`config.mk`:
```
export PLATFORM = sky130hd
export DESIGN_NAME = mem_ctrl
export DESIGN_NICKNAME = d
export VERILOG_FILES = /design/src/rtl/mem_ctrl_pkg.sv /design/src/rtl/mem_ctrl.sv
export SDC_FILE = /design/constraint.sdc
export NUM_CORES = 1
export LEC_CHECK = 0
export CAP_MARGIN = 20
export CORE_UTILIZATION = 25
export DETAILED_ROUTE_END_ITERATION = 8
export GPL_TIMING_DRIVEN = 0
export SYNTH_ARGS = -nofsm -noshare
export SYNTH_HDL_FRONTEND = slang
export SYNTH_SLANG_ARGS = --single-unit
```
`constraint.sdc`:
```
create_clock -name clk -period 22.9 [get_ports clk]
set_input_delay 4.58 -clock clk [delete_from_list [all_inputs] [get_ports clk]]
set_output_delay 4.58 -clock clk [all_outputs]
set_load 0.02 [all_outputs]
```
`src/rtl/mem_ctrl_pkg.sv`:
```
// Shared types and constants for the byte-serial memory controller.
package mem_ctrl_pkg;

    typedef enum logic [1:0] {
        StIdle = 2'd0,
        StIfRd = 2'd1,
        StLsRd = 2'd2,
        StLsWr = 2'd3
    } mc_state_e;

    // Byte-count codes carried on LSB_len
    localparam logic [2:0] LenB = 3'd1;
    localparam logic [2:0] LenH = 3'd2;
    localparam logic [2:0] LenW = 3'd4;

    // addr[17:16] value that maps an access into IO space
    localparam logic [1:0] IoSelDefault = 2'b11;

    function automatic logic is_io(input logic [1:0] addr_hi, input logic [1:0] sel);
        return addr_hi == sel;
    endfunction

endpackage

```
`src/rtl/mem_ctrl.sv`:
```
// Byte-serial memory controller: 32-bit instruction fetches and 1/2/4-byte
// loads/stores over an 8-bit RAM/IO port, one transaction at a time.
module mem_ctrl
    import mem_ctrl_pkg::*;
#(
    parameter int unsigned AddrW = 32,
    parameter logic [1:0]  IoSel = IoSelDefault
) (
    input  logic             clk,
    input  logic             rst,
    input  logic             rdy,
    input  logic             jump_wrong_stall,
    input  logic             IF_req,
    input  logic [AddrW-1:0] IF_addr,
    output logic             IF_flag,
    output logic [31:0]      IF_inst,
    input  logic             LSB_req,
    input  logic             LSB_wr,
    input  logic [AddrW-1:0] LSB_addr,
    input  logic [2:0]       LSB_len,
    input  logic [31:0]      LSB_wdata,
    output logic             LSB_flag,
    output logic [31:0]      LSB_rdata,
    input  logic [7:0]       mem_din,
    output logic [7:0]       mem_dout,
    output logic [AddrW-1:0] mem_a,
    output logic             mem_wr,
    input  logic             io_buffer_full
);

    mc_state_e        state_q, state_d;
    logic [2:0]       cnt_q, cnt_d;
    logic [AddrW-1:0] addr_q, addr_d;
    logic [2:0]       len_q, len_d;
    logic [31:0]      wdata_q, wdata_d;
    logic [31:0]      buf_q, buf_d;
    logic [AddrW-1:0] mem_a_q, mem_a_d;
    logic [7:0]       mem_dout_q, mem_dout_d;
    logic             mem_wr_q, mem_wr_d;
    logic             if_flag_q, if_flag_d;
    logic             lsb_flag_q, lsb_flag_d;
    logic [31:0]      if_inst_q, if_inst_d;
    logic [31:0]      lsb_rdata_q, lsb_rdata_d;

    logic [2:0]       cnt_nx;
    logic [1:0]       ridx;
    logic [31:0]      buf_ins;
    logic             io_hold;

    assign mem_a     = mem_a_q;
    assign mem_dout  = mem_dout_q;
    assign mem_wr    = mem_wr_q;
    assign IF_flag   = if_flag_q;
    assign IF_inst   = if_inst_q;
    assign LSB_flag  = lsb_flag_q;
    assign LSB_rdata = lsb_rdata_q;

    // Next-state and registered-output logic for the single transaction FSM
    always_comb begin
        state_d     = state_q;
        cnt_d       = cnt_q;
        addr_d      = addr_q;
        len_d       = len_q;
        wdata_d     = wdata_q;
        buf_d       = buf_q;
        mem_a_d     = mem_a_q;
        mem_dout_d  = mem_dout_q;
        mem_wr_d    = mem_wr_q;
        if_flag_d   = 1'b0;
        lsb_flag_d  = 1'b0;
        if_inst_d   = if_inst_q;
        lsb_rdata_d = lsb_rdata_q;

        cnt_nx = cnt_q + 3'd1;
        // cnt counts addresses issued; the byte arriving now belongs to address cnt-1
        ridx    = cnt_q[1:0] - 2'd1;
        buf_ins = buf_q;
        buf_ins[{ridx, 3'b000} +: 8] = mem_din;
        io_hold = is_io(addr_q[17:16], IoSel) && io_buffer_full;

        unique case (state_q)
            StIdle: begin
                if (!jump_wrong_stall) begin
                    if (LSB_req) begin
                        addr_d  = LSB_addr;
                        len_d   = LSB_len;
                        wdata_d = LSB_wdata;
                        cnt_d   = 3'd0;
                        buf_d   = 32'd0;
                        mem_a_d = LSB_addr;
                        if (LSB_wr) begin
                            state_d    = StLsWr;
                            mem_dout_d = LSB_wdata[7:0];
                            mem_wr_d   = !(is_io(LSB_addr[17:16], IoSel) && io_buffer_full);
                        end else begin
                            state_d = StLsRd;
                        end
                    end else if (IF_req) begin
                        addr_d  = IF_addr;
                        len_d   = LenW;
                        cnt_d   = 3'd0;
                        buf_d   = 32'd0;
                        mem_a_d = IF_addr;
                        state_d = StIfRd;
                    end
                end
            end
            StIfRd, StLsRd: begin
                if (jump_wrong_stall) begin
                    // Flush beats a coincident flag
                    state_d = StIdle;
                    cnt_d   = 3'd0;
                    mem_a_d = '0;
                end else if (cnt_q == len_q) begin
                    state_d = StIdle;
                    cnt_d   = 3'd0;
                    mem_a_d = '0;
                    if (state_q == StIfRd) begin
                        if_flag_d = 1'b1;
                        if_inst_d = buf_ins;
                    end else begin
                        lsb_flag_d  = 1'b1;
                        lsb_rdata_d = buf_ins;
                    end
                end else begin
                    if (cnt_q != 3'd0) begin
                        buf_d = buf_ins;
                    end
                    cnt_d = cnt_nx;
                    if (cnt_nx < len_q) begin
                        mem_a_d = addr_q + AddrW'(cnt_nx);
                    end
                end
            end
            StLsWr: begin
                if (mem_wr_q) begin
                    // Byte cnt was written this cycle
                    if (cnt_nx == len_q) begin
                        state_d    = StIdle;
                        cnt_d      = 3'd0;
                        mem_wr_d   = 1'b0;
                        mem_a_d    = '0;
                        lsb_flag_d = 1'b1;
                    end else begin
                        cnt_d      = cnt_nx;
                        mem_a_d    = addr_q + AddrW'(cnt_nx);
                        mem_dout_d = wdata_q[{cnt_nx[1:0], 3'b000} +: 8];
                        mem_wr_d   = !io_hold;
                    end
                end else begin
                    // Holding for the UART buffer; retry the same byte
                    mem_wr_d = !io_hold;
                end
            end
            default: state_d = StIdle;
        endcase
    end

    // State and output registers; rdy low freezes everything
    always_ff @(posedge clk or posedge rst) begin
        if (rst) begin
            state_q     <= StIdle;
            cnt_q       <= 3'd0;
            addr_q      <= '0;
            len_q       <= 3'd0;
            wdata_q     <= 32'd0;
            buf_q       <= 32'd0;
            mem_a_q     <= '0;
            mem_dout_q  <= 8'd0;
            mem_wr_q    <= 1'b0;
            if_flag_q   <= 1'b0;
            lsb_flag_q  <= 1'b0;
            if_inst_q   <= 32'd0;
            lsb_rdata_q <= 32'd0;
        end else if (rdy) begin
            state_q     <= state_d;
            cnt_q       <= cnt_d;
            addr_q      <= addr_d;
            len_q       <= len_d;
            wdata_q     <= wdata_d;
            buf_q       <= buf_d;
            mem_a_q     <= mem_a_d;
            mem_dout_q  <= mem_dout_d;
            mem_wr_q    <= mem_wr_d;
            if_flag_q   <= if_flag_d;
            lsb_flag_q  <= lsb_flag_d;
            if_inst_q   <= if_inst_d;
            lsb_rdata_q <= lsb_rdata_d;
        end
    end

endmodule

```
==> summary.txt <==
CTS
  – Cells resized by post-CTS repair: 0
  – Setup Fix Bufs, Post-CTS: 0
  – Clock-pin slew reported for the worst setup and hold paths after clock tree synthesis: 0.06 ns
  – Clock tree from TritonCTS: yes
  – Clk Latency, worst-skew pair: 0.52 ns
  – Bufs on Longest Clock Path: 3
  – # clock sinks: 211
  – Post-CTS Hold Buffers: 0
  – Cell chosen for the clock root: clkbuf_16
  – Total number of H-tree levels: 1
  – Total clock buffers created by CTS: 24

Global routing
  – Maximum number of pins on one net before global-route repair: between 100 and 150
  – M1 GR Usage: 19.7%
  – Number of antenna violations at the first check in global routing: 3
  – Global-route usage over all layers: 15.6%
  – Most utilized layer in the global route result: met2
  – Total global routing overflow: 0
  – Global routing met3 resource utilization: under 10%
  – Via count of the first global-routing pass: approximately 8,700
  – Met2 Use GR: 27.0%
  – Global-route wire length before repair: approximately 50 mm

STA
  – Max frequency: 149 MHz
  – Setup repair after global routing missed its margin: no
  – Clock skew after layout: 0.0102 ns
  – Final critical-path share of the clock period: around 30%
  – Final Max Tran Viols: 0
  – Final-layout setup total negative slack: 0 ns
  – Max-Slew Margin vs Limit: 28.7%
  – Count of final hold-check violations: 0
  – Setup Viol. Count Final: 0
  – Worst Max-Slew Pin Slew: between 1 and 1.5 ns
  – Post-layout min period: 6.71 ns

Floorplan
  – Initial core utilization: 25.4%
  – Height of the die: approximately 200 µm
  – Core region area: 0.0399 mm²
  – Die footprint: 0.0414 mm²
  – Die Wd: between 200 and 250 µm
  – I/O Pins: 222
  – Rows: between 70 and 80

Pwr
  – Sw Ratio: 38.1%
  – Sequential fraction of design power: a little over a third
  – Comb pwr share: 43.0%
  – PwrDens: 130 mW/mm²
  – Internal Dissipation: 1.11 mW
  – Lkg Pwr: 5.65 nW
  – Switching power summed over all nets: between 0.6 and 0.7 mW
  – Clock power frac: 21.5%
  – Peak supply drop: 0.0503 mV

Route
  – Pre-Repair DR Iteration Count: 5
  – Total wire length: 32.1 mm
  – Total via count in the routed design: between 8,000 and 9,000
  – Number of nets with antenna violations after routing: 0
  – Number of vias per cell: 4.66
  – DRC Markers: 0
  – Number of DRC markers in iteration 0: 501
  – Avg WL per Cell: approximately 18 µm

Critical path
  – Critical Path AT: between 7 and 8 ns
  – Cell family with most CP delay: buffers and inverters
  – Series of cell instances along the critical path: clkdlybuf4s50_1, nand2_1, nor3_2, buf_2, clkbuf_1, o22ai_1
  – Category of the worst setup path capture point: flop
  – Top fanout value on the critical path: 10
  – Master of the slowest instance on the critical path: clkdlybuf4s50_1
  – Count of cells along the worst register-to-register path: 11
  – Critical R2R Capture: mem_a[24]$_DFFE_PP0P_
  – Reg-to-reg slack, setup: 19.11 ns
  – Category of the most critical setup path: in2reg
  – Worst Setup Start Kind: input port
  – RR Startpoint: cnt_q[0]$_DFFE_PP0P_
  – Critical Path RT: around 23 ns
  – Count of buffer and inverter cells on the critical path: 3
  – Critical Path Max Stage Delay: 0.65 ns

Synth
  – Part of the Yosys area used for sequential elements: 52.0%
  – Synth warnings: 0
  – Prevailing post-synth register cell: dfrtp_1
  – Cell count after synthesis: 986
  – FFs w/ async S/R, synth: 100%
  – Flip-flop and latch count after synthesis: 211
  – Cell area after technology mapping: 0.0101 mm²
  – Post-synth EDFFs: 0
  – Unique masters post-synth: 57
  – Number of nets produced by synthesis: 1,117
  – Synth Area per Inst: 10.3 µm²

Placement
  – Port Buffer Count: 220
  – Routability congestion estimate from global placement: a little over 0.8
  – Estimated wirelength of the detail-placed design: ~24 mm

Finish
  – Multi-input gate area: 0.00453 mm²
  – Number of nets at the end of the flow: 1,364
  – Fraction of layout instances using a drive strength above 1: between 10% and 20%
  – Sequential standard cell area: 0.00528 mm²
  – Fin util: 34.7%
  – P&R area growth vs syn: 36.3%
  – Fillers: ~4,000

Flow run
  – Maxcap violations: 0

Min path
  – Path type of the worst min-delay path: reg2reg
  – End point of the worst hold path: IF_inst[0]$_DFFE_PP0P_
  – Worst Hold Launch: IF_inst[0]$_DFFE_PP0P_
  – Hold-critical path depth: 2

Status
  – Run status: completed
==> sequential cells by signal (all words and copies together) (netlist names), 8 cells and up <==
register,count
addr_q,32
wdata_q,32
LSB_rdata,32
IF_inst,32
buf_q,32
mem_dout,8
mem_a,32
==> placed cells by master (no fill, tap or decap), drive strengths merged, types with 22 or more instances in the layout <==
cell type	n
inv	22
mux2	61
clkdlybuf4s50	220
dfrtp	211
a21oi	82
mux2i	27
o21ai	121
nor2b	35
nand2	121
clkbuf	67
buf	24
nor2	72
a22oi	32
==> cells by family (layout without fill, tap and decap cells) <==
| family | after synthesis | count (layout) | synth area share (%) |
|---|---|---|---|
| AND/OR/NAND/NOR | 281 | 281 | 13.0 |
| buffers and inverters | 76 | 337 | 3.38 |
| adder cells (fa/ha/maj) | 16 | 16 | 2.05 |
| XOR/XNOR | 31 | 31 | 2.68 |
| other | 0 | 4 | 0 |
| multiplexers | 96 | 96 | 11.2 |
| flip-flops | 211 | 211 | 52.0 |
| AO/OA/AOI/OAI | 275 | 275 | 15.7 |
==> stage by stage <==
step / total power [mW] / setup slack (ns) / area (µm²) / cells / hold WS (ns)
6_report: 1.80 / 16.19 / 13800 / 1776 / 0.478
5_1_grt: 1.92 / 15.95 / 13800 / 1773 / 0.507
4_1_cts: 1.82 / 16.11 / 13800 / 1772 / 0.483
3_5_place_dp: 1.42 / 15.56 / 13000 / 1732 / 0.470
3_3_place_gp: 1.41 / 9.56 / 13000 / 1731 / 0.463
2_1_floorplan: 1.09 / 12.55 / 10100 / 986 / 0.465
==> final cells by class <==
class,instances,share of cell area [%]
buffer,54,1.88
multi-input combinational,699,32.7
clock buffer,36,5.33
sequential,211,38.2
clock inverter,4,0.326
tap,525,4.75
inverter,22,0.651
antenna,4,0.0723
timing repair buffer,221,16.1
==> tightest hold or removal path, cell delays in order, from the launching register on <==
cell and delay, ns:
dfrtp_1 0.34, nand2_1 0.04, o21ai_0 0.06
==> how the worst max path moves through the flow <==
stage / start / to / cells after the start
6_report: rdy / len_q[0]$_DFFE_PP0P_ / 6
4_1_cts: rdy / len_q[0]$_DFFE_PP0P_ / 6
5_1_grt: rdy / len_q[0]$_DFFE_PP0P_ / 6
2_1_floorplan: rst / IF_flag$_DFFE_PP0P_ / 1
3_5_place_dp: rdy / len_q[0]$_DFFE_PP0P_ / 6
3_3_place_gp: rst / mem_a[20]$_DFFE_PP0P_ / 2
==> Yosys cell counts, types with 11 or more instances <==
cell type / count / area [µm²]
dfrtp_1: 211 / 5280
o21ai_0: 121 / 606
nand2_1: 120 / 450
a21oi_1: 81 / 405
nor2_1: 72 / 270
mux2_2: 61 / 687
nor2b_1: 35 / 219
a22oi_1: 32 / 240
clkbuf_1: 29 / 109
mux2i_1: 27 / 270
inv_1: 22 / 82.6
xnor2_1: 18 / 158
ha_1: 15 / 188
nand3_1: 15 / 75.1
o22ai_1: 13 / 81.3
xor2_1: 13 / 114
buf_2: 12 / 60.1
nand4_1: 11 / 68.8
==> power by group through the flow <==
stage / combinational [mW] / clock (mW) / sequential [mW]
after floorplan: 0.383 / 0 / 0.712
after CTS: 0.785 / 0.400 / 0.639
after detailed placement: 0.781 / 0 / 0.643
after global routing: 0.850 / 0.412 / 0.659
final: 0.774 / 0.386 / 0.639
after global placement: 0.767 / 0 / 0.638
==> layer usage <==
layer	share of wire, %	up-vias
met5	0	-
met4	2.0	0
met3	5.5	45
met2	49	228
met1	43	4021
li1	-	3978
No activity file was read; power rests on OpenSTA's default activity.
